===== src/rtl/if_stage_mq_if.sv =====
// ---------------------------------------------------------------------------
// if_stage_mq_if : SRAM-like instruction bus between the fetch stage and the
//                  inst SRAM / AXI bridge.
//
// Signals
//   req      fetch request valid              (master -> slave)
//   wr       write enable, always 0           (master -> slave)
//   wstrb    byte strobes, always 0           (master -> slave)
//   size     transfer size, always 2'b10      (master -> slave)
//   addr     fetch address                    (master -> slave)
//   wdata    write data, always 0             (master -> slave)
//   addr_ok  request accepted this cycle      (slave -> master)
//   data_ok  one response, in request order   (slave -> master)
//   rdata    response data                    (slave -> master)
// ---------------------------------------------------------------------------
interface if_stage_mq_if;
    logic        req;
    logic        wr;
    logic [3:0]  wstrb;
    logic [1:0]  size;
    logic [31:0] addr;
    logic [31:0] wdata;
    logic        addr_ok;
    logic        data_ok;
    logic [31:0] rdata;

    modport master (
        output req, wr, wstrb, size, addr, wdata,
        input  addr_ok, data_ok, rdata
    );

    modport slave (
        input  req, wr, wstrb, size, addr, wdata,
        output addr_ok, data_ok, rdata
    );
endinterface


===== src/rtl/if_stage_mq.sv =====
// ---------------------------------------------------------------------------
// if_stage_mq : instruction-fetch stage with multiple outstanding reads.
//
// Keeps up to MAX_OUTST reads in flight on the inst bus and buffers returned
// instructions in an IQ_DEPTH-entry queue in front of ID. A redirect
// (exception > ertn > branch) flushes the queue and marks every surviving
// in-flight response as stale; stale responses are dropped by count.
//
// Parameters
//   MAX_OUTST  max accepted-but-unanswered requests (1..4)
//   IQ_DEPTH   instruction queue entries (power of 2, >= MAX_OUTST)
//   RESET_PC   address of the first fetch after reset
//
// Ports
//   clk, reset                      clock, synchronous active-high reset
//   ds_allowin                      ID accepts the head this cycle
//   fs_to_ds_valid/fs_inst/fs_pc    queue head toward ID
//   fs_adef_ex                      head carries an ADEF (misaligned PC)
//   br_stall                        hold off new requests
//   br_taken/br_target              branch redirect
//   wb_ex/ex_entry                  exception redirect
//   ertn_flush/ertn_entry           ertn redirect
//   inst_sram                       instruction bus (master side)
//
// Build option
//   IF_BYPASS_EN  when defined, a response arriving with the queue empty,
//                 nothing to discard and no redirect is shown to ID in the
//                 same cycle, and is not enqueued if ID takes it.
// ---------------------------------------------------------------------------
module if_stage_mq #(
    parameter int          MAX_OUTST = 2,
    parameter int          IQ_DEPTH  = 4,
    parameter logic [31:0] RESET_PC  = 32'h1c000000
) (
    input  logic          clk,
    input  logic          reset,
    input  logic          ds_allowin,
    output logic          fs_to_ds_valid,
    output logic [31:0]   fs_inst,
    output logic [31:0]   fs_pc,
    output logic          fs_adef_ex,
    input  logic          br_stall,
    input  logic          br_taken,
    input  logic [31:0]   br_target,
    input  logic          wb_ex,
    input  logic [31:0]   ex_entry,
    input  logic          ertn_flush,
    input  logic [31:0]   ertn_entry,
    if_stage_mq_if.master inst_sram
);

    localparam int QW = (IQ_DEPTH > 1) ? $clog2(IQ_DEPTH) : 1;
    localparam int CW = $clog2(IQ_DEPTH) + 1;
    localparam int OW = $clog2(MAX_OUTST + 1);
    localparam int PW = (MAX_OUTST > 1) ? $clog2(MAX_OUTST) : 1;

    typedef struct packed {
        logic [31:0] pc;
        logic [31:0] inst;
        logic        adef;
    } iq_entry_t;

    // Pointer increments wrap explicitly so non-power-of-2 FIFO depths work.
    function automatic logic [QW-1:0] iq_next(input logic [QW-1:0] p);
        return (int'(p) == IQ_DEPTH - 1) ? '0 : p + QW'(1);
    endfunction

    function automatic logic [PW-1:0] pcq_next(input logic [PW-1:0] p);
        return (int'(p) == MAX_OUTST - 1) ? '0 : p + PW'(1);
    endfunction

    // ---------------------------------------------------------------- state
    logic [31:0]   pf_pc;
    logic [OW-1:0] osc;          // accepted requests still awaiting data_ok
    logic [OW-1:0] discard_cnt;  // oldest in-flight responses to drop
    logic          adef_hold;    // ADEF reported, wait for redirect

    iq_entry_t     iq_mem [IQ_DEPTH];
    logic [QW-1:0] iq_rd, iq_wr;
    logic [CW-1:0] iq_count;

    // PCs of kept in-flight requests, in issue order
    logic [31:0]   pcq_mem [MAX_OUTST];
    logic [PW-1:0] pcq_rd, pcq_wr;

    // ----------------------------------------------------------- comb logic
    logic        redirect;
    logic [31:0] redirect_pc;
    logic        pc_misalign;
    logic        discarding;
    logic        xfer;
    logic        rsp;
    logic        rsp_keep;
    logic        adef_push;
    logic        bypass;
    logic        push;
    logic        pop;
    logic        iq_nonempty;
    iq_entry_t   push_entry;

    assign redirect    = wb_ex | ertn_flush | br_taken;
    assign redirect_pc = wb_ex      ? ex_entry   :
                         ertn_flush ? ertn_entry : br_target;
    assign pc_misalign = pf_pc[1:0] != 2'b00;
    assign discarding  = discard_cnt != '0;
    assign iq_nonempty = iq_count != '0;

    // Every in-flight request holds a queue slot, so the queue cannot
    // overflow when its response returns. A misaligned PC is never put on
    // the bus; it is reported as ADEF instead.
    assign inst_sram.req = ~reset & ~redirect & ~br_stall & ~adef_hold & ~pc_misalign
                         & (int'(osc) < MAX_OUTST)
                         & (int'(osc) + int'(iq_count) < IQ_DEPTH);
    assign inst_sram.wr    = 1'b0;
    assign inst_sram.wstrb = 4'h0;
    assign inst_sram.size  = 2'b10;
    assign inst_sram.addr  = pf_pc;
    assign inst_sram.wdata = 32'h0;

    assign xfer     = inst_sram.req & inst_sram.addr_ok;
    assign rsp      = inst_sram.data_ok;
    assign rsp_keep = rsp & ~discarding & ~redirect;

    // ADEF waits until the bus is quiet so it lands behind all older fetches.
    assign adef_push = pc_misalign & ~redirect & ~adef_hold & (osc == '0)
                     & ~discarding & (int'(iq_count) < IQ_DEPTH);

`ifdef IF_BYPASS_EN
    assign bypass = rsp_keep & ~iq_nonempty;
`else
    assign bypass = 1'b0;
`endif

    assign fs_to_ds_valid = (iq_nonempty | bypass) & ~redirect;
    assign pop  = iq_nonempty & fs_to_ds_valid & ds_allowin;
    assign push = (rsp_keep & ~(bypass & ds_allowin)) | adef_push;

    always_comb begin
        push_entry = '{pc: pcq_mem[pcq_rd], inst: inst_sram.rdata, adef: 1'b0};
        if (adef_push) begin
            push_entry = '{pc: pf_pc, inst: 32'h0, adef: 1'b1};
        end
    end

    always_comb begin
        fs_pc      = iq_mem[iq_rd].pc;
        fs_inst    = iq_mem[iq_rd].inst;
        fs_adef_ex = iq_mem[iq_rd].adef;
        if (bypass) begin
            fs_pc      = pcq_mem[pcq_rd];
            fs_inst    = inst_sram.rdata;
            fs_adef_ex = 1'b0;
        end
    end

    // ----------------------------------------------------------- sequential
    always_ff @(posedge clk) begin
        if (reset) begin
            pf_pc       <= RESET_PC;
            osc         <= '0;
            discard_cnt <= '0;
            adef_hold   <= 1'b0;
            iq_rd       <= '0;
            iq_wr       <= '0;
            iq_count    <= '0;
            pcq_rd      <= '0;
            pcq_wr      <= '0;
            for (int i = 0; i < IQ_DEPTH; i++) begin
                iq_mem[i] <= '0;
            end
            for (int i = 0; i < MAX_OUTST; i++) begin
                pcq_mem[i] <= '0;
            end
        end else begin
            // No request issues during a redirect, so xfer and redirect
            // never coincide.
            osc <= osc + OW'(xfer) - OW'(rsp);

            if (redirect) begin
                pf_pc       <= redirect_pc;
                // Everything still outstanding after this cycle is stale,
                // including responses already counted for an earlier redirect.
                discard_cnt <= osc - OW'(rsp);
                adef_hold   <= 1'b0;
                iq_rd       <= '0;
                iq_wr       <= '0;
                iq_count    <= '0;
                pcq_rd      <= '0;
                pcq_wr      <= '0;
            end else begin
                if (xfer) begin
                    pf_pc           <= pf_pc + 32'd4;
                    pcq_mem[pcq_wr] <= pf_pc;
                    pcq_wr          <= pcq_next(pcq_wr);
                end

                // Stale responses never had their PC queued here, so only
                // kept responses advance the PC FIFO.
                if (rsp & discarding) begin
                    discard_cnt <= discard_cnt - OW'(1);
                end else if (rsp) begin
                    pcq_rd <= pcq_next(pcq_rd);
                end

                if (adef_push) begin
                    adef_hold <= 1'b1;
                end

                if (push) begin
                    iq_mem[iq_wr] <= push_entry;
                    iq_wr         <= iq_next(iq_wr);
                end
                if (pop) begin
                    iq_rd <= iq_next(iq_rd);
                end
                iq_count <= iq_count + CW'(push) - CW'(pop);
            end
        end
    end

endmodule

===== src/flat_wrapper.sv =====
// flat-port wrapper written by rule: the top's interface ports become plain ports
module if_stage_mq_flat 
#(
    parameter int          MAX_OUTST = 2,
    parameter int          IQ_DEPTH  = 4,
    parameter logic [31:0] RESET_PC  = 32'h1c000000
)
  (clk, reset, ds_allowin, fs_to_ds_valid, fs_inst, fs_pc, fs_adef_ex, br_stall, br_taken, br_target, wb_ex, ex_entry, ertn_flush, ertn_entry, inst_sram_req, inst_sram_wr, inst_sram_wstrb, inst_sram_size, inst_sram_addr, inst_sram_wdata, inst_sram_addr_ok, inst_sram_data_ok, inst_sram_rdata);
  if_stage_mq_if inst_sram_i ();
  input  logic clk;
  input  logic reset;
  input  logic ds_allowin;
  output logic fs_to_ds_valid;
  output logic [31:0] fs_inst;
  output logic [31:0] fs_pc;
  output logic fs_adef_ex;
  input  logic br_stall;
  input  logic br_taken;
  input  logic [31:0] br_target;
  input  logic wb_ex;
  input  logic [31:0] ex_entry;
  input  logic ertn_flush;
  input  logic [31:0] ertn_entry;
  output wire logic [$bits(inst_sram_i.req)-1:0] inst_sram_req;
  output wire logic [$bits(inst_sram_i.wr)-1:0] inst_sram_wr;
  output wire logic [$bits(inst_sram_i.wstrb)-1:0] inst_sram_wstrb;
  output wire logic [$bits(inst_sram_i.size)-1:0] inst_sram_size;
  output wire logic [$bits(inst_sram_i.addr)-1:0] inst_sram_addr;
  output wire logic [$bits(inst_sram_i.wdata)-1:0] inst_sram_wdata;
  input wire logic [$bits(inst_sram_i.addr_ok)-1:0] inst_sram_addr_ok;
  input wire logic [$bits(inst_sram_i.data_ok)-1:0] inst_sram_data_ok;
  input wire logic [$bits(inst_sram_i.rdata)-1:0] inst_sram_rdata;
  assign inst_sram_req = inst_sram_i.req;
  assign inst_sram_wr = inst_sram_i.wr;
  assign inst_sram_wstrb = inst_sram_i.wstrb;
  assign inst_sram_size = inst_sram_i.size;
  assign inst_sram_addr = inst_sram_i.addr;
  assign inst_sram_wdata = inst_sram_i.wdata;
  assign inst_sram_i.addr_ok = inst_sram_addr_ok;
  assign inst_sram_i.data_ok = inst_sram_data_ok;
  assign inst_sram_i.rdata = inst_sram_rdata;
  if_stage_mq #(.MAX_OUTST(MAX_OUTST), .IQ_DEPTH(IQ_DEPTH), .RESET_PC(RESET_PC)) u_core (.clk(clk), .reset(reset), .ds_allowin(ds_allowin), .fs_to_ds_valid(fs_to_ds_valid), .fs_inst(fs_inst), .fs_pc(fs_pc), .fs_adef_ex(fs_adef_ex), .br_stall(br_stall), .br_taken(br_taken), .br_target(br_target), .wb_ex(wb_ex), .ex_entry(ex_entry), .ertn_flush(ertn_flush), .ertn_entry(ertn_entry), .inst_sram(inst_sram_i));
endmodule

===== config.mk =====
export PLATFORM = sky130hd
export DESIGN_NAME = if_stage_mq_flat
export DESIGN_NICKNAME = d
export VERILOG_FILES = /design/src/rtl/if_stage_mq_if.sv /design/src/rtl/if_stage_mq.sv /design/src/flat_wrapper.sv
export SDC_FILE = /design/constraint.sdc
export NUM_CORES = 1
export LEC_CHECK = 0
export CORE_ASPECT_RATIO = 1.1
export CORE_MARGIN = 5
export CORE_UTILIZATION = 54
export CTS_BUF_LIST = sky130_fd_sc_hd__clkbuf_4 sky130_fd_sc_hd__clkbuf_8 sky130_fd_sc_hd__clkbuf_16
export CTS_CLUSTER_DIAMETER = 40
export DETAILED_ROUTE_END_ITERATION = 7
export PLACE_DENSITY = 0.8
export SLEW_MARGIN = 5
export SYNTH_ARGS = -nofsm -noshare
export SYNTH_HDL_FRONTEND = slang
export SYNTH_SLANG_ARGS = --single-unit

===== constraint.sdc =====
create_clock -name clk -period 4.8 [get_ports clk]
set_input_delay 0.48 -clock clk [delete_from_list [all_inputs] [get_ports clk]]
set_output_delay 0.48 -clock clk [all_outputs]
set_load 0.05 [all_outputs]

# == Word level (Yosys, flattened, before mapping) ==
# Memory sizes are Yosys's and may differ from the RTL's. A register that Yosys moved wholly into a read port is not among the register bits.
# Index checks and enable logic that the tools add are counted.
# totals
romBits,0
mem_bits_rw,324
ff_bits,46
latchBits,0
wordCells,97
input_bits,137
memories,2
# memory_table
name,words,width,read_ports,rd_ports_with_merged_regs,write_ports,line_no,text
u_core.iq_mem,4,65,1,1,4,if_stage_mq.sv:78,iq_entry_t iq_mem [IQ_DEPTH];
u_core.pcq_mem,2,32,1,1,2,if_stage_mq.sv:83,logic [31:0] pcq_mem [MAX_OUTST];
# classes
n_lt_le_gt_ge,3
muxes,31
eq_ne,2
add_sub_neg,12
mul,0
bitwise,28
reduce_logical,10
shift,0
div_mod_pow,0
# op_table
op,count
$mux W32,5
$mux W65,2
$reduce_or A65 Y1,1
$add A32 B3 Y32 const B,1
$lt A32 B4 Y1 const B,1
$reduce_or A32 Y1,1
$and A1 B1 Y1,18
$mux W1,17
$mux W2,7
$reduce_bool A2 Y1,4
$not A1 Y1,7
$add A2 B1 Y2 const B,2
$add A2 B3 Y4,1
$eq A2 B1 Y1 const B,2
$sub A2 B1 Y2,2
$add A3 B1 Y3,1
$lt A3 B3 Y1 const B,1
$or A1 B1 Y1,3
$reduce_bool A3 Y1,1
$sub A3 B1 Y3,1
$add A1 B1 Y1 const B,2
$add A2 B1 Y2,1
$logic_not A2 Y1,1
$lt A2 B2 Y1 const B,1
3 further kinds,3

# == Longest topological paths before layout ==
# Gate-level depths: netlist of the first run.
# logic_depth
word_depth,16
ltp_mapped,12
depth_no_buf,11

# == Least setup slack after synthesis of the first run ==
# OpenSTA, ideal clock, no wires.
# synth_path
path_type,input-to-reg
startpoint,in br_taken
endpoint,"mem u_core.iq_mem[2][0] (netlist bit), enable pin"
setup_ns,0.434
path_stages,6
t_arrival_ns,3.392
setup_slack_ns,0.974
path_buffers,1
cell_sequence,clkbuf_1 -> or3_1 -> nor2_1 -> nand3_1 -> or3b_1 -> nand2b_1
# synth_rtl
element,line_no,text
start: declaration,flat_wrapper.sv:18,input logic br_taken;
end: declaration,if_stage_mq.sv:78,

==> qor.txt, run 1 <==
post-CTS sizing -> 0
largest net degree at the start of global routing -> 66
Core Area -> 0.0315 mm²
Final Cycle Share -> 74.9%
Comb pwr share -> 9.9%
total wire length -> 42700 µm
Avg Cell Area, Syn -> 12.6 µm²
worst path required time -> 4.32 ns
Max Buffers Root-to-Sink -> 3
Max Clk Rate -> 278 MHz
cell count after synthesis -> 1374
PnR worst setup slack -> 1.20 ns
cts hold-fix bufs -> 0
row count -> 68
synth unique cells -> 62
clock sinks -> 373
leakage -> 8.03 nW
vias post-DR -> 11900
hpwl dp -> 27400 µm
GRT Total Usage -> 23.7%
Reg clk slew, reported paths -> 0.06 ns
mux cell area share after synthesis -> 12.8%
crit-path max FO -> 37
fraction of layout cells with a size suffix above 1 -> 13.5%
Cell Area, Synth -> 0.0173 mm²
final hold violation count -> 0
n_diodes -> 0
TritonCTS clock tree -> yes
Synth Area in Adders -> 0.768%
P_int -> 0.00582 W
sequential share of power -> 48.6%
unrepaired setup endpoints after global routing -> false
wire length per cell -> 21.1 µm
Iter 0 DRT Violations -> 776
global-route wire length before repair -> 67300 µm
clock latency at the later pin of the worst-skew pair -> 0.53 ns
most common cell after layout, fill and taps aside -> edfxtp_1
P per Cell Area -> 359 mW/mm²
simple logic cell fraction of the synthesized area -> 14.2%
Die X -> 181 µm
number of synthesized flops with an enable pin -> 324
CP Data Arrival Time -> 3.12 ns
Slew headroom -> 31.6%
RePlAce Congestion -> 0.893
Finished Layout Cells -> 2029
DIE AREA -> 0.0357 mm²
Crit Path Class -> reg -> out
I/O Buffers -> 235
total placed cells including tap cells -> 1953
H-tree levels -> 2
Initial Utilization -> 54.9%
Post-Synth XOR/XNOR Area -> 0.608%
post-route ant nets -> 0
startpoint types -> register
setup bufs post-CTS -> 0
clk_skew -> 0.0192 ns
remaining global-route overflow -> 0
Area Growth Syn to Fin -> 23.3%
Fin Setup TNS -> 0 ns
# DRC -> 0
Peak VDD IR -> 0.000229 V
CP Capture Type -> output port
Placement Setup Slack -> 1.14 ns
number of vias per cell -> 5.85
worst-margin pin slew -> 1.03 ns
vias in the first global route -> 12300
# setup viols final -> 0
Top FF cell, synth -> edfxtp_1
most frequent cells in the layout -> edfxtp_1 (324), nor2_1 (294), clkdlybuf4s50_1 (234), nand2_1 (76), mux4_2 (65)
total CTS buffers -> 42
status -> completed
DR pass1 iterations -> 5
Clock Power Share -> 41.5%
NetSw -> 0.00183 W
io pins -> 275
Async SR Flop Fraction -> 0%
Max Cap Viol -> 0
Final Critical Period -> 3.60 ns
max-slew violation count -> 0
switching share of total power -> 24.0%
post-synthesis compound-gate area fraction -> 5.08%
post-synthesis sequential area ratio -> 62.0%
Hold Path Class -> in -> reg
antenna violations before repair -> 0
DIE HEIGHT -> 198 µm
Clk Tree Root Cell -> clkbuf_16
number of nets in the layout -> 1724
Synth Register Bits -> 373
Warnings, synthesis -> 0
main combinational cell family by area after synthesis -> simple AND/OR/NAND/NOR gates
==> power groups by stage <==
stage	clock network [W]	logic [W]	registers, W
after floorplan	0	0.000434	0.00381
after global placement	0	0.000751	0.00377
after detailed placement	0	0.000759	0.00378
after CTS	0.00322	0.000761	0.00372
after global routing	0.00337	0.000807	0.00373
final	0.00318	0.000759	0.00372
==> area by class of cell <==
type / instances / area, µm²
well taps: 420 / 526
clock buffers: 53 / 1160
multi-input cells: 877 / 5980
inverters: 21 / 78.8
fillers: 2292 / 10200
clock inverters: 23 / 230
repair buffers: 262 / 2610
flip-flops and latches: 373 / 10700
==> metrics by stage <==
step                      hold WS [ns]  util [%]  total power, W  instance area (µm²)
after floorplan                  0.434         -         0.00424                17400
after global placement           0.463      63.3         0.00452                19900
after detailed placement         0.478      63.3         0.00454                19900
after CTS                        0.330      67.7         0.00770                21300
after global routing             0.369      67.7         0.00790                21300
final                            0.350      67.7         0.00765                21300
==> cell usage after synthesis, drive strengths merged, types with 3 or more instances <==
master / instances / area [µm²]
nor4: 19 / 131
nor3: 34 / 170
and2: 4 / 25.0
mux2i: 38 / 380
o22ai: 9 / 56.3
a21o: 3 / 22.5
nand3: 18 / 90.1
o31ai: 3 / 22.5
nor2: 294 / 1100
a311oi: 3 / 26.3
nand2: 76 / 285
o21ai: 30 / 150
a21oi: 23 / 115
a211oi: 17 / 128
xnor2: 5 / 43.8
or3: 7 / 43.8
mux2: 32 / 360
or4: 7 / 60.1
nand4: 16 / 100
o211ai: 3 / 22.5
nand3b: 4 / 30.0
dfxtp: 49 / 981
buf: 53 / 358
a221oi: 3 / 26.3
o21bai: 5 / 37.5
nor2b: 3 / 18.8
clkbuf: 91 / 342
and3: 49 / 307
a31oi: 3 / 18.8
a22oi: 16 / 120
inv: 21 / 78.8
mux4: 65 / 1460
nand2b: 6 / 37.5
xor2: 7 / 61.3
edfxtp: 324 / 9730
ha: 9 / 113
==> worst max-delay path: stages, from the launching register on <==
cell             delay (ns)
dfxtp_4                0.86
buf_12                 0.35
mux4_2                 0.56
clkdlybuf4s50_1        0.76
==> logic make-up (layout without fill, tap and decap cells) <==
| group | count (synthesis) | count (layout) |
|---|---|---|
| flip-flops | 373 | 373 |
| AO/OA/AOI/OAI | 133 | 133 |
| other | 2 | 43 |
| multiplexers | 135 | 135 |
| XOR/XNOR | 12 | 12 |
| adder cells (fa/ha/maj) | 10 | 10 |
| AND/OR/NAND/NOR | 544 | 544 |
| buffers and inverters | 165 | 359 |
==> layer usage <==
metal	GRT usage (%)	wire, µm	share of wire [%]
met1	30.7	16800	39
met2	40.6	21300	50
met3	4.88	3360	7.9
met4	7.98	1300	3.0
met5	0	0	0
==> path summary, 6_finish.rpt <==
check	endpoint	cells after the start	slack [ns]	from
worst max-delay path	fs_pc[0]	3	1.20	register
worst min register to register	register	2	0.49	u_core.iq_rd[1]$_SDFFE_PP0P_
worst max register to register	u_core.iq_mem[2][17]$_SDFFCE_PN0P_	6	1.61	u_core.osc[1]$_SDFF_PP0_
worst min-delay path	u_core.iq_count[1]$_SDFF_PP0_	3	0.35	reset
==> state kept, by name (all words and copies together) (netlist names), named ones only <==
signal                 flops
u_core.iq_mem            260
u_core.pcq_mem            64
u_core.inst_sram.addr     32
u_core.iq_count            3
u_core.discard_cnt         2
u_core.iq_rd               2
u_core.iq_wr               2
u_core.osc                 2
u_core.adef_hold           1
u_core.pcq_rd              1
u_core.pcq_wr              1
Note: power is estimated with default switching activity, not from simulation.
==> run 2, diff against run 1 <==
--- a/config.mk
+++ b/config.mk
@@ -7,11 +7,11 @@
 export LEC_CHECK = 0
 export CORE_ASPECT_RATIO = 1.1
 export CORE_MARGIN = 5
-export CORE_UTILIZATION = 54
+export CORE_UTILIZATION = 49
 export CTS_BUF_LIST = sky130_fd_sc_hd__clkbuf_4 sky130_fd_sc_hd__clkbuf_8 sky130_fd_sc_hd__clkbuf_16
 export CTS_CLUSTER_DIAMETER = 40
 export DETAILED_ROUTE_END_ITERATION = 7
-export PLACE_DENSITY = 0.8
+export PLACE_DENSITY = 0.77
 export SLEW_MARGIN = 5
 export SYNTH_ARGS = -nofsm -noshare
 export SYNTH_HDL_FRONTEND = slang
==> constraint.sdc (replaced) <==
create_clock -name clk -period 2.9 [get_ports clk]
set_input_delay 0.29 -clock clk [delete_from_list [all_inputs] [get_ports clk]]
set_output_delay 0.29 -clock clk [all_outputs]
set_load 0.05 [all_outputs]
==> run 2 against run 1 <==
- worst setup slack got worse by 1.0 ns
- design area increased by 3.0%
- sequential power up 65%
- utilization is 5.1 points lower
- non-clock buffer count grew 44
- die area grew 9.6%
- combinational power increased by 78%
==> qor.txt, run 2 (synthesis results as in run 1) <==
status -> completed
crit path cell chain -> or3_1 -> buf_4 -> or4_1 -> or2_4 -> buf_12 -> mux2i_1 -> nor2_1
TritonCTS clock tree -> yes
Crit Path Class -> reg -> reg
clock sinks -> 373 (unchanged)
fraction of layout cells with a size suffix above 1 -> 18.2% (+4.7 points)
wire length per cell -> 21.5 µm (+2.3%)
remaining global-route overflow -> 0 (unchanged)
CP Capture Type -> register
I/O Buffers -> 235 (unchanged)
DIE AREA -> 0.0391 mm² (+9.6%)
Clock Power Share -> 43.1% (+1.6 points)
H-tree levels -> 2 (unchanged)
crit-path max FO -> 20 (-46%)
largest net degree at the start of global routing -> 66 (unchanged)
hpwl dp -> 30400 µm (+11%)
Max Buffers Root-to-Sink -> 3 (unchanged)
global-route wire length before repair -> 70500 µm (+4.8%)
worst path required time -> 3.17 ns (-1.15 ns)
CP max stage delay -> 0.49 ns (-0.37 ns)
Slew headroom -> 43.0% (+11 points)
DIE HEIGHT -> 207 µm (+4.7%)
vias post-DR -> 12000 (+1.2%)
leakage -> 8.43 nW (+5.0%)
Die X -> 189 µm (+4.7%)
vias in the first global route -> 12800 (+4.5%)
sequential share of power -> 46.6% (-2.0 points)
number of vias per cell -> 5.73 (-2.1%)
Hold Path Class -> in -> reg
P_int -> 0.0100 W (+72%)
Iter 0 DRT Violations -> 842 (+8.5%)
# setup viols final -> 0 (unchanged)
post-route ant nets -> 0 (unchanged)
Fin Setup TNS -> 0 ns (unchanged)
Initial Utilization -> 49.3% (-5.6 points)
DR pass1 iterations -> 5 (unchanged)
RePlAce Congestion -> 0.861 (-3.6%)
io pins -> 275 (unchanged)
fillers -> 2586 (+13%)
number of nets in the layout -> 1769 (+2.6%)
M2 GR Usage -> 40.6% (about the same)
n_diodes -> 0 (unchanged)
Placement Setup Slack -> 0.0398 ns (-1.10 ns)
clock latency at the later pin of the worst-skew pair -> 0.55 ns (+0.02 ns)
total CTS buffers -> 43 (+2.4%)
most frequent cells in the layout -> edfxtp_1 (324), nor2_1 (293), clkdlybuf4s50_1 (199), buf_4 (84), nand2_1 (76)
grt peak-use layer -> met2
CP Data Arrival Time -> 2.99 ns (-0.13 ns)
Final Critical Period -> 2.72 ns
# DRC -> 0 (unchanged)
NetSw -> 0.00314 W (+71%)
switching share of total power -> 23.9% (-0.075 points)
clk_skew -> 0.0184 ns (-0.000839 ns)
GRT Total Usage -> 23.1% (-0.68 points)
met1 track demand over resource -> 28.2% (-2.5 points)
Clk Tree Root Cell -> clkbuf_16
met3 usage -> 4.94% (+0.064 points)
P per Cell Area -> 599 mW/mm² (+67%)
most common cell after layout, fill and taps aside -> edfxtp_1
final hold violation count -> 0 (unchanged)
Area Growth Syn to Fin -> 27.0%
max FFs per register -> 260 (unchanged)
Reg clk slew, reported paths -> 0.06 ns (about the same)
Core Area -> 0.0350 mm² (+11%)
startpoint types -> register
Max Clk Rate -> 368 MHz
PnR worst setup slack -> 0.179 ns (-1.02 ns)
max-slew violation count -> 0 (unchanged)
unrepaired setup endpoints after global routing -> false
total wire length -> 45200 µm (+5.7%)
Final Cycle Share -> 93.8%
row count -> 72 (+5.9%)
Peak VDD IR -> 0.000387 V (+69%)
Largest Register -> u_core.iq_mem
Comb pwr share -> 10.3% (+0.4 points)
Slowest cell on crit path -> mux2i_1
antenna violations before repair -> 0 (unchanged)
worst-margin pin slew -> 0.855 ns (-0.170 ns)
Max Cap Viol -> 0 (unchanged)
cts hold-fix bufs -> 0 (unchanged)
==> run 2: path summary, 6_finish.rpt <==
kind / start / endpoint / slack, ns / cells after the start
max: u_core.adef_hold$_SDFFE_PP0P_ / u_core.iq_mem[1][41]$_SDFFCE_PN0P_ / 0.18 / 7
max reg2reg: u_core.adef_hold$_SDFFE_PP0P_ / u_core.iq_mem[1][41]$_SDFFCE_PN0P_ / 0.18 / 7
min reg2reg: u_core.pcq_rd$_SDFFE_PP0P_ / register / 0.52 / 2
min: reset / u_core.iq_count[1]$_SDFF_PP0_ / 0.31 / 4
==> run 2: power by group through the flow <==
stage	Combinational (W)	Sequential (W)	Clock, W
after detailed placement	0.00135	0.00624	0
final	0.00135	0.00613	0.00566
after global routing	0.00144	0.00614	0.00596
after CTS	0.00136	0.00613	0.00573
after floorplan	0.000722	0.00630	0
after global placement	0.00134	0.00622	0
==> run 2: per-layer routing <==
metal  vias to the layer above  wire length (µm)
met1                      5861             17100
met3                        87              3530
met5                         -                 0
met4                         0              1460
li1                       5517                 -
met2                       552             23100
==> run 2: repair_timing <==
item                                    in CTS  in global routing
gates resized for setup                      0                  1
endpoints found under the setup margin       0                116
buffers inserted                             0                  0
==> run 2: stage by stage <==
stage | total power [W] | instance area, µm² | instances | hold slack (ns) | util (%)
2_1_floorplan | 0.00702 | 17500 | 1415 | 0.426 | -
3_3_place_gp | 0.00756 | 20400 | 2021 | 0.491 | 58.3
3_5_place_dp | 0.00759 | 20400 | 2021 | 0.492 | 58.3
4_1_cts | 0.0132 | 21900 | 2098 | 0.298 | 62.6
5_1_grt | 0.0135 | 21900 | 2098 | 0.337 | 62.6
6_report | 0.0131 | 21900 | 2098 | 0.310 | 62.6
==> run 2: worst max-delay path: cells and delay by family, from the launching register on <==
kind	cells	cell delay, ns
DFF	1	0.30
buffers and inverters	2	0.37
and+or+nand+nor	4	1.27
muxes	1	0.49
==> run 2: area by class of cell <==
cell class                 instances  area, µm²  area share, %
inverter                          21       78.8          0.359
clock buffer                      52       1180           5.37
timing repair buffer             306       3070           14.0
clock inverter                    25        323           1.47
tap                              444        556           2.53
sequential                       373      10700           48.9
multi-input combinational        877       6020           27.4
==> run 3, diff against run 2 <==
--- a/config.mk
+++ b/config.mk
@@ -10,8 +10,10 @@
 export CORE_UTILIZATION = 49
 export CTS_BUF_LIST = sky130_fd_sc_hd__clkbuf_4 sky130_fd_sc_hd__clkbuf_8 sky130_fd_sc_hd__clkbuf_16
 export CTS_CLUSTER_DIAMETER = 40
+export CTS_CLUSTER_SIZE = 10
 export DETAILED_ROUTE_END_ITERATION = 7
 export PLACE_DENSITY = 0.77
+export SETUP_SLACK_MARGIN = 0.3
 export SLEW_MARGIN = 5
 export SYNTH_ARGS = -nofsm -noshare
 export SYNTH_HDL_FRONTEND = slang
==> run 3 against run 2 <==
- worst setup slack better by 0.17 ns
- sequential power about the same
- design area up 1.8%
- utilization up 1.1 points
==> qor.txt, run 3 (synthesis results as in run 1) <==
total wire length -> 46500 µm (+2.9%)
PnR worst setup slack -> 0.347 ns (+0.168 ns)
unrepaired setup endpoints after global routing -> false
clock latency at the later pin of the worst-skew pair -> 0.57 ns (+0.02 ns)
H-tree levels -> 2 (unchanged)
M2 GR Usage -> 41.5% (+0.94 points)
R2R cell count -> 8 (+1)
Area Growth Syn to Fin -> 29.3%
max-slew violation count -> 0 (unchanged)
Max Cap Viol -> 0 (unchanged)
Final Critical Period -> 2.55 ns (-0.168 ns)
Slowest cell on crit path -> mux4_2
fraction of layout cells with a size suffix above 1 -> 22.0% (+3.8 points)
remaining global-route overflow -> 0 (unchanged)
Clk Tree Root Cell -> clkbuf_16
Initial Utilization -> 49.3% (unchanged)
Reg clk slew, reported paths -> 0.05 ns (about the same)
CP max stage delay -> 0.53 ns (+0.04 ns)
CP Data Arrival Time -> 2.26 ns (-0.73 ns)
largest net degree at the start of global routing -> 66 (unchanged)
max FFs per register -> 260 (unchanged)
clock sinks -> 373 (unchanged)
Crit path max-delay family -> buffers and inverters
most common cell after layout, fill and taps aside -> edfxtp_1
Finished Layout Cells -> 2102 (+0.19%)
Iter 0 DRT Violations -> 900 (+6.9%)
most frequent cells in the layout -> edfxtp_1 (324), nor2_1 (292), clkdlybuf4s50_1 (167), nand2_1 (71)
Core Area -> 0.0350 mm² (unchanged)
worst path required time -> 2.61 ns (-0.56 ns)
leakage -> 8.38 nW (-0.66%)
vias in the first global route -> 12800 (-0.58%)
row count -> 72 (unchanged)
fillers -> 2588 (+0.077%)
cts hold-fix bufs -> 0 (unchanged)
hpwl dp -> 29800 µm (-2.0%)
TritonCTS clock tree -> yes
RePlAce Congestion -> 0.888 (+3.1%)
DIE AREA -> 0.0391 mm² (unchanged)
Fin Setup TNS -> 0 ns (unchanged)
Hold Path Depth -> 3 (-1)
io pins -> 275 (unchanged)
P per Cell Area -> 595 mW/mm² (-0.59%)
Hold Path Class -> in -> reg
I/O Buffers -> 235 (unchanged)
final hold violation count -> 0 (unchanged)
startpoint types -> register
worst r2r dst -> u_core.iq_mem[3][64]$_DFFE_PP_
number of vias per cell -> 5.78 (+0.86%)
global-route wire length before repair -> 70000 µm (-0.75%)
antenna violations before repair -> 0 (unchanged)
status -> completed
wire length per cell -> 22.1 µm (+2.7%)
Worst Path Buf+Inv -> 2 (unchanged)
Crit Path Class -> reg -> out
Reg2Reg Setup Slack -> 0.35 ns (+0.17 ns)
Max Clk Rate -> 392 MHz (+6.6%)
# DRC -> 0 (unchanged)
R2R Path Start -> u_core.osc[1]$_SDFF_PP0_
Die X -> 189 µm (unchanged)
met1 track demand over resource -> 27.8% (-0.37 points)
Hold EP -> u_core.osc[0]$_SDFF_PP0_
total CTS buffers -> 48 (+12%)
met3 usage -> 4.29% (-0.66 points)
worst hold start -> reset
worst-margin pin slew -> 0.908 ns (+0.0522 ns)
DR pass1 iterations -> 5 (unchanged)
crit-path max FO -> 11 (-45%)
crit path cell chain -> bufbuf_16 -> mux4_2 -> clkdlybuf4s15_2
Slew headroom -> 39.5% (-3.5 points)
grt peak-use layer -> met2
vias post-DR -> 12100 (+1.0%)
number of nets in the layout -> 1776 (+0.40%)
total placed cells including tap cells -> 2016 (-0.25%)
GRT Total Usage -> 23.0% (-0.078 points)
Max Buffers Root-to-Sink -> 3 (unchanged)
CP Capture Type -> output port
# setup viols final -> 0 (unchanged)
Peak VDD IR -> 0.000417 V (+7.7%)
Largest Register -> u_core.iq_mem
DIE HEIGHT -> 207 µm (unchanged)
n_diodes -> 0 (unchanged)
Final Cycle Share -> 88.0% (-5.8 points)
post-route ant nets -> 0 (unchanged)
Placement Setup Slack -> 0.0162 ns (-0.0236 ns)
clk_skew -> 0.0202 ns (+0.00179 ns)
run 3: cell count changes in the layout (fill, tap and decap cells not counted), moves of 18 or more:
cell / previous run / this run
clkdlybuf4s50_1: 199 / 167
mux2i_1: 38 / 8
buf_4: 84 / 65
clkdlybuf4s15_2: 0 / 19
mux2i_4: 0 / 26
clkbuf_2: 0 / 18
run 3: how the worst max path moves through the flow:
| stage | cells after the start | start | to | slack, ns |
|---|---|---|---|---|
| final | 3 | register | fs_pc[27] | 0.35 |
| after global routing | 8 | u_core.discard_cnt[0]$_SDFFE_PP0P_ | u_core.iq_mem[0][27]$_SDFFCE_PN0P_ | 0.29 |
| after CTS | 6 | u_core.osc[1]$_SDFF_PP0_ | u_core.iq_mem[0][31]$_SDFFCE_PN0P_ | 0.23 |
| after detailed placement | 8 | inst_sram_addr_ok | u_core.inst_sram.addr[12]$_SDFFE_PP0P_ | 0.02 |
| after global placement | 8 | br_taken | u_core.iq_mem[1][64]$_SDFFCE_PN0P_ | 0.06 |
| after floorplan | 6 | br_taken | u_core.iq_mem[2][0]$_SDFFCE_PN0P_ | 0.25 |
run 3: area by class of cell:
cell class | instances | area [µm²] | area share [%]
Inverter | 21 | 78.8 | 0.353
Clock inverter | 13 | 209 | 0.935
Timing Repair Buffer | 308 | 3040 | 13.6
Clock buffer | 66 | 1350 | 6.06
Multi-Input combinational cell | 877 | 6380 | 28.6
Tap cell | 444 | 556 | 2.49
Sequential cell | 373 | 10700 | 48.0
run 3: routing by layer:
layer	share of wire (%)	wire, µm
met1	38	17500
met4	2.8	1310
met3	7.5	3510
met2	52	24200
met5	0	0
run 3: worst reg2reg max path, cell delays in order (launching register included):
cell     delay (ns)
dfxtp_1        0.35
or3_4          0.39
buf_4          0.16
or4_4          0.43
or2_4          0.33
buf_8          0.19
mux2i_4        0.20
buf_4          0.17
nor2_1         0.05
run 3: report_power, final:
| group | switching (W) | internal [W] | total (W) |
|---|---|---|---|
| clock | 0.00215 | 0.00362 | 0.00577 |
| sequential | 0.000138 | 0.00602 | 0.00616 |
| combinational | 0.000845 | 0.000527 | 0.00137 |
run 3: per-stage QoR:
stage | utilization [%] | hold WS [ns] | total power [W] | cell area, µm²
final | 63.7 | 0.183 | 0.0133 | 22300
after global routing | 63.7 | 0.195 | 0.0137 | 22300
after CTS | 63.0 | 0.163 | 0.0133 | 22100
after detailed placement | 58.2 | 0.460 | 0.00758 | 20400
after global placement | 58.2 | 0.463 | 0.00755 | 20400
after floorplan | - | 0.426 | 0.00702 | 17500
run 3: timing repair:
action,4_1_cts,5_1_grt
cloned,1,0
setup buffers,6,0
pin swaps,1,2
endpoints found under the setup margin,236,283
gates resized for setup,113,88
